===== src/rtl/dac7611_pkg.sv =====
// Shared types and sizes for the DAC7611 serial receiver.
package dac7611_pkg;

    localparam int DATA_W_DEF = 12;
    localparam int FCNT_W     = 16;

    typedef enum logic [1:0] {
        ST_IDLE,
        ST_SHIFT,
        ST_LOAD,
        ST_CLEAR
    } state_t;

endpackage


===== src/rtl/sync_edge.sv =====
// Multi-flop synchronizer with a history flop and edge pulses.
module sync_edge #(
    parameter int   STAGES  = 2,
    parameter logic RST_VAL = 1'b0
) (
    input  logic clk,
    input  logic reset,
    input  logic din,
    output logic level,
    output logic rise,
    output logic fall
);

    logic [STAGES-1:0] sync_q;
    logic              hist_q;

    always_ff @(posedge clk or negedge reset) begin
        if (!reset) begin
            sync_q <= {STAGES{RST_VAL}};
            hist_q <= RST_VAL;
        end else begin
            sync_q <= {sync_q[STAGES-2:0], din};
            hist_q <= sync_q[STAGES-1];
        end
    end

    assign level = sync_q[STAGES-1];
    assign rise  = level & ~hist_q;
    assign fall  = ~level & hist_q;

endmodule


===== src/rtl/dac7611_rx.sv =====
// DAC7611 serial bus receiver: shifts sclk/sdi words and
// latches them on ld_n, with clr_n forcing the code to zero.
module dac7611_rx
    import dac7611_pkg::*;
#(
    parameter int DATA_W      = DATA_W_DEF,
    parameter int SYNC_STAGES = 2
) (
    input  logic              clk,
    input  logic              reset,
    input  logic              sclk,
    input  logic              sdi,
    input  logic              ld_n,
    input  logic              clr_n,
    output logic [DATA_W-1:0] dac_code,
    output logic              code_valid,
    output logic              frame_err,
    output logic [FCNT_W-1:0] frame_cnt,
    output logic [3:0]        bit_cnt
);

    localparam logic [3:0] FULL_CNT = 4'(DATA_W);

    logic sclk_lvl_unused, sclk_rise, sclk_fall_unused;
    logic sdi_lvl, sdi_rise_unused, sdi_fall_unused;
    logic ld_lvl_unused, ld_rise, ld_fall;
    logic clr_lvl, clr_rise_unused, clr_fall_unused;

    sync_edge #(.STAGES(SYNC_STAGES), .RST_VAL(1'b0)) u_sclk (
        .clk   (clk),
        .reset (reset),
        .din   (sclk),
        .level (sclk_lvl_unused),
        .rise  (sclk_rise),
        .fall  (sclk_fall_unused)
    );

    sync_edge #(.STAGES(SYNC_STAGES), .RST_VAL(1'b0)) u_sdi (
        .clk   (clk),
        .reset (reset),
        .din   (sdi),
        .level (sdi_lvl),
        .rise  (sdi_rise_unused),
        .fall  (sdi_fall_unused)
    );

    sync_edge #(.STAGES(SYNC_STAGES), .RST_VAL(1'b1)) u_ld (
        .clk   (clk),
        .reset (reset),
        .din   (ld_n),
        .level (ld_lvl_unused),
        .rise  (ld_rise),
        .fall  (ld_fall)
    );

    sync_edge #(.STAGES(SYNC_STAGES), .RST_VAL(1'b1)) u_clr (
        .clk   (clk),
        .reset (reset),
        .din   (clr_n),
        .level (clr_lvl),
        .rise  (clr_rise_unused),
        .fall  (clr_fall_unused)
    );

    state_t             state, state_nxt;
    logic               clear_en, load_en, shift_en;
    logic [DATA_W-1:0]  shreg;

    always_ff @(posedge clk or negedge reset) begin
        if (!reset) state <= ST_IDLE;
        else        state <= state_nxt;
    end

    // Clear dominates everything, including a coincident load edge.
    always_comb begin
        state_nxt = state;
        clear_en  = 1'b0;
        load_en   = 1'b0;
        shift_en  = 1'b0;
        if (!clr_lvl) begin
            state_nxt = ST_CLEAR;
            clear_en  = 1'b1;
        end else begin
            case (state)
                ST_IDLE, ST_SHIFT: begin
                    if (ld_fall) begin
                        state_nxt = ST_LOAD;
                        load_en   = 1'b1;
                    end else if (sclk_rise) begin
                        state_nxt = ST_SHIFT;
                        shift_en  = 1'b1;
                    end
                end
                ST_LOAD: begin
                    if (ld_rise) state_nxt = ST_IDLE;
                end
                ST_CLEAR: state_nxt = ST_IDLE;
                default:  state_nxt = ST_IDLE;
            endcase
        end
    end

    always_ff @(posedge clk or negedge reset) begin
        if (!reset) begin
            shreg      <= '0;
            dac_code   <= '0;
            code_valid <= 1'b0;
            frame_err  <= 1'b0;
            frame_cnt  <= '0;
            bit_cnt    <= '0;
        end else begin
            code_valid <= 1'b0;
            frame_err  <= 1'b0;
            if (clear_en) begin
                shreg    <= '0;
                dac_code <= '0;
                bit_cnt  <= '0;
            end else if (load_en) begin
                bit_cnt <= '0;
                if (bit_cnt == FULL_CNT) begin
                    dac_code   <= shreg;
                    code_valid <= 1'b1;
                    frame_cnt  <= frame_cnt + 1'b1;
                end else begin
                    frame_err <= 1'b1;
                end
            end else if (shift_en) begin
                shreg <= {shreg[DATA_W-2:0], sdi_lvl};
                if (bit_cnt != 4'hF) bit_cnt <= bit_cnt + 1'b1;
            end
        end
    end

endmodule


===== config.mk =====
export PLATFORM = sky130hd
export DESIGN_NAME = dac7611_rx
export DESIGN_NICKNAME = d
export VERILOG_FILES = /design/src/rtl/dac7611_pkg.sv /design/src/rtl/sync_edge.sv /design/src/rtl/dac7611_rx.sv
export SDC_FILE = /design/constraint.sdc
export NUM_CORES = 1
export LEC_CHECK = 0
export CAP_MARGIN = 15
export CORE_ASPECT_RATIO = 1.75
export CORE_UTILIZATION = 52
export DETAILED_ROUTE_END_ITERATION = 10
export GPL_TIMING_DRIVEN = 1
export PLACE_DENSITY = 0.75
export SLEW_MARGIN = 10
export SYNTH_ARGS = -nofsm -noshare
export SYNTH_HDL_FRONTEND = slang
export SYNTH_SLANG_ARGS = --single-unit

===== constraint.sdc =====
create_clock -name clk -period 2.1 [get_ports clk]
set_clock_uncertainty 0.1 [all_clocks]
set_input_delay 0.21 -clock clk [delete_from_list [all_inputs] [get_ports clk]]
set_output_delay 0.21 -clock clk [all_outputs]
set_load 0.01 [all_outputs]

==> results by group <==
Global route
  – Gr ovfl total: 0
  – All-Layer GR Usage: 0.202
  – Initial antenna violation count: 0
  – Global-route wire length before repair: between 7 and 8 mm
  – Vias in the first global route: 1,567
  – Maximum number of pins on one net before global-route repair: 32

Clock network
  – Clk Tree Root Cell: sky130_fd_sc_hd__clkbuf_8
  – Clock slew at reported path FFs: 60 ps
  – Number of buffers on the longest clock path: 2
  – CTS tree: yes
  – Number of buffers inserted by post-CTS setup repair: 0
  – Number of H-tree branching levels: 3
  – Clock insertion delay at the later pin of the skew report: about 330 ps
  – Resize count post-CTS: 0
  – Total clock buffers created by CTS: 9
  – Clk sinks: 58

Pwr
  – Static leakage: 0.00141 µW
  – Worst voltage drop across the vdd grid: 568 µV
  – Internal Dissipation: 1820 µW
  – Fraction of power spent switching nets: 0.204
  – Net Switching: 466 µW
  – Share of power burned in registers: 0.503
  – Clk network pwr share: 0.459
  – Part of the total power dissipated in combinational logic: 0.038
  – Areal power density over the cells: approximately 730 nW/µm²

Logic synthesis
  – Post-synth top area cell: sky130_fd_sc_hd__dfrtp_1
  – Share of the synthesized area in compound gates (AO/OA/AOI/OAI): 0.0107
  – Synthesized instance count: about 190
  – Synth Warn #: 0
  – Post-synth EDFFs: 0
  – Async S/R FF share, synth: 1.00
  – Syn nets: 194
  – Count of distinct cell types in the synthesized netlist: 36
  – Leading register cell type out of synthesis: sky130_fd_sc_hd__dfrtp_1
  – Mapped cell area: roughly 2500 µm²
  – Post-Synth Simple-Gate Area: 0.191
  – Multiplexer fraction of the synthesized cell area: 0.111
  – Yosys top cell area share: 0.538
  – Part of the Yosys area used for sequential elements: 0.591
  – Number of register bits inferred by synthesis: 58
  – Combinational family with the most area after synthesis: simple AND/OR/NAND/NOR gates
  – Synthesized area per cell: 13.3 µm²
  – Adder-cell share of the synthesized area: 0.0152
  – Leading post-synthesis cells by cell area: sky130_fd_sc_hd__dfrtp_1 (54%), sky130_fd_sc_hd__mux2i_1 (10%), sky130_fd_sc_hd__nor2b_1 (6.1%)
  – Area share of xor/xnor cells in the synthesized design: 0.0568

Finish
  – Layout-stage area growth over the synthesis result: 27.4%
  – Finished Cell Area: 3140 µm²
  – Number of filler instances in the final layout: 334
  – Count of non-filler cells in the finished layout: 291
  – Share of cells above drive strength 1: 0.154
  – Antenna diode instance count: 0
  – Final #Nets: 244

Timing
  – Min Tclk post-route: 1950 ps
  – TNS Setup: 0 ps
  – Period Utilization, post-route: 0.927
  – Endpoints failing setup: 0
  – Count of endpoints failing hold in the final timing report: 0
  – Max Clock Freq: 514 MHz
  – Worst-margin pin slew: approximately 600 ps
  – Headroom to the max-slew limit: 0.589
  – Setup WS post-layout: 154 ps
  – Unrepaired setup endpoints after global routing: no
  – Max-slew violations: 0

Min path
  – Type of the most critical hold path: in2reg
  – Worst hold path cell count: 1
  – Hold Path Origin: ld_n
  – Hold Path Sink: u_ld.sync_q[0]$_DFF_PN1_

Die
  – Effective utilization at floorplan: 0.550
  – Standard-cell row count: 32
  – Vertical extent of the die: 93.1 µm
  – CORE AREA: about 4500 µm²
  – Area of the die: just over 5000 µm²
  – Horizontal die dimension: 54.1 µm
  – I/O pin count: 40

Setup path
  – Crit path kind: reg2reg
  – Reg2Reg Depth: 6
  – Reg2reg setup slack: around 150 ps
  – Startpoint class of the critical path: register
  – Data required time at the worst endpoint: about 2200 ps
  – Capture point of the worst reg-to-reg path: frame_cnt[13]$_DFFE_PN0P_
  – Crit path arrival time: between 2000 and 2500 ps
  – Largest driver fanout on the critical path: 6
  – Reg-to-reg startpoint: bit_cnt[0]$_DFFE_PN0P_
  – Endpoint type of the worst setup path: register

Place
  – GP Congestion: roughly 0.77
  – Dpl cells: 274
  – Buffers added on ports: 39
  – Placement Cell Area: 2920 µm²
  – Pre-CTS setup slack: 150 ps
  – Half-perimeter wire length after placement: 3.02 mm

Outcome
  – Outcome: complete, no violations

Detailed routing
  – Number of iterations in the first detailed-routing pass: 4
  – Routed vias/inst: 5.35
  – Total wire length: ~4.3 mm
  – Total number of vias: 1,556
  – Wirelength per Cell: 14.7 µm
  – DRC: 0
  – Violation count after the first detailed-routing iteration: 21
  – Detail Route Antenna Nets: 0

Job
  – Max-capacitance violation count: 0
## per-layer routing
metal  track usage  part of all wire
met3        0.0699             0.046
met4         0.103             0.024
met5             0                 0
met2         0.322              0.52
met1         0.233              0.41
## critical path, cell delays in order (launching register included)
cell,delay (ps)
sky130_fd_sc_hd__dfrtp_1,430
sky130_fd_sc_hd__inv_1,80
sky130_fd_sc_hd__ha_1,160
sky130_fd_sc_hd__nand3_2,180
sky130_fd_sc_hd__nor4_2,540
sky130_fd_sc_hd__nand4_1,180
sky130_fd_sc_hd__xnor2_1,150
## kinds of logic (layout without fill, tap and decap cells)
family / count (synthesis) / in the layout
buffers and inverters: 9 / 64
AO/OA/AOI/OAI: 4 / 4
multiplexers: 27 / 27
XOR/XNOR: 16 / 16
AND/OR/NAND/NOR: 68 / 68
adder cells (fa/ha/maj): 3 / 3
flip-flops: 58 / 58
## stage by stage
step | utilization | power [µW] | hold WS [ps]
5_1_grt | 0.701 | 2380 | 177
3_5_place_dp | 0.652 | 1260 | 158
2_1_floorplan | - | 1210 | -186
6_report | 0.701 | 2290 | 182
4_1_cts | 0.701 | 2320 | 167
3_3_place_gp | 0.652 | 1250 | 152
## cell usage in the layout (no fill, tap or decap), types with 2 or more instances in the layout
cell	Yosys	final
sky130_fd_sc_hd__dfrtp_1	53	53
sky130_fd_sc_hd__clkdlybuf4s50_1	0	38
sky130_fd_sc_hd__mux2i_1	25	25
sky130_fd_sc_hd__nor2b_1	24	24
sky130_fd_sc_hd__xnor2_1	14	14
sky130_fd_sc_hd__clkbuf_8	0	12
sky130_fd_sc_hd__nand2_1	7	7
sky130_fd_sc_hd__nand4_1	6	6
sky130_fd_sc_hd__nand3_1	5	5
sky130_fd_sc_hd__nor2_1	5	5
sky130_fd_sc_hd__dfstp_2	5	5
sky130_fd_sc_hd__inv_1	4	4
sky130_fd_sc_hd__nand2b_1	4	4
sky130_fd_sc_hd__ha_1	3	3
sky130_fd_sc_hd__and3_1	2	2
sky130_fd_sc_hd__mux2_2	2	2
sky130_fd_sc_hd__xor2_1	2	2
sky130_fd_sc_hd__and4_1	2	2
sky130_fd_sc_hd__nor4_4	2	2
sky130_fd_sc_hd__clkbuf_1	2	2
sky130_fd_sc_hd__buf_4	1	2
sky130_fd_sc_hd__buf_12	1	2
## power by group through the flow
| stage | sequential, µW | clock, µW | combinational (µW) |
|---|---|---|---|
| 6_report | 1150 | 1050 | 86.6 |
| 4_1_cts | 1150 | 1080 | 89.3 |
| 3_3_place_gp | 1170 | 0 | 86.0 |
| 5_1_grt | 1150 | 1140 | 97.2 |
| 3_5_place_dp | 1170 | 0 | 87.8 |
| 2_1_floorplan | 1170 | 0 | 39.8 |
## worst max path at each step
| stage | start | to | slack (ps) | depth (start not counted) |
|---|---|---|---|---|
| final | bit_cnt[0]$_DFFE_PN0P_ | frame_cnt[13]$_DFFE_PN0P_ | 150 | 6 |
| after global routing | bit_cnt[0]$_DFFE_PN0P_ | frame_cnt[9]$_DFFE_PN0P_ | 10 | 6 |
| after CTS | bit_cnt[0]$_DFFE_PN0P_ | frame_cnt[13]$_DFFE_PN0P_ | 140 | 6 |
| after detailed placement | bit_cnt[0]$_DFFE_PN0P_ | frame_cnt[15]$_DFFE_PN0P_ | 150 | 6 |
| after global placement | bit_cnt[0]$_DFFE_PN0P_ | dac_code[9]$_DFFE_PN0P_ | 260 | 7 |
| after floorplan | bit_cnt[0]$_DFFE_PN0P_ | dac_code[10]$_DFFE_PN0P_ | 240 | 8 |
## synth_stat cells (2+ instances only)
cell	n
sky130_fd_sc_hd__nor2_1	5
sky130_fd_sc_hd__nor4_4	2
sky130_fd_sc_hd__xnor2_1	14
sky130_fd_sc_hd__nand3_1	5
sky130_fd_sc_hd__nor2b_1	24
sky130_fd_sc_hd__nand2_1	7
sky130_fd_sc_hd__inv_1	4
sky130_fd_sc_hd__and3_1	2
sky130_fd_sc_hd__dfstp_2	5
sky130_fd_sc_hd__and4_1	2
sky130_fd_sc_hd__mux2_2	2
sky130_fd_sc_hd__nand4_1	6
sky130_fd_sc_hd__mux2i_1	25
sky130_fd_sc_hd__ha_1	3
sky130_fd_sc_hd__dfrtp_1	53
sky130_fd_sc_hd__xor2_1	2
sky130_fd_sc_hd__nand2b_1	4
sky130_fd_sc_hd__clkbuf_1	2
## state kept, by name, indices dropped and copies added (netlist names)
name	cells
bit_cnt	4
code_valid	1
dac_code	12
frame_cnt	16
frame_err	1
shreg	12
state	2
u_clr.sync_q	2
u_ld.hist_q	1
u_ld.sync_q	2
u_sclk.hist_q	1
u_sclk.sync_q	2
u_sdi.sync_q	2
## final cells by class
type	instances	area (µm²)	area share
Timing Repair Buffer	44	450	0.143
Clock buffer	14	173	0.0550
Sequential cell	58	1460	0.464
Tap cell	51	63.8	0.0203
Multi-Input combinational cell	118	947	0.301
Clock inverter	2	35.0	0.0112
Inverter	4	15.0	0.00478
## timing repair
| item | 4_1_cts | 5_1_grt |
|---|---|---|
| hold endpoints to repair | 22 | 0 |
| hold buffers | 1 | 0 |
| setup endpoints to repair | 0 | 0 |
Note: power is estimated with default switching activity, not from simulation.
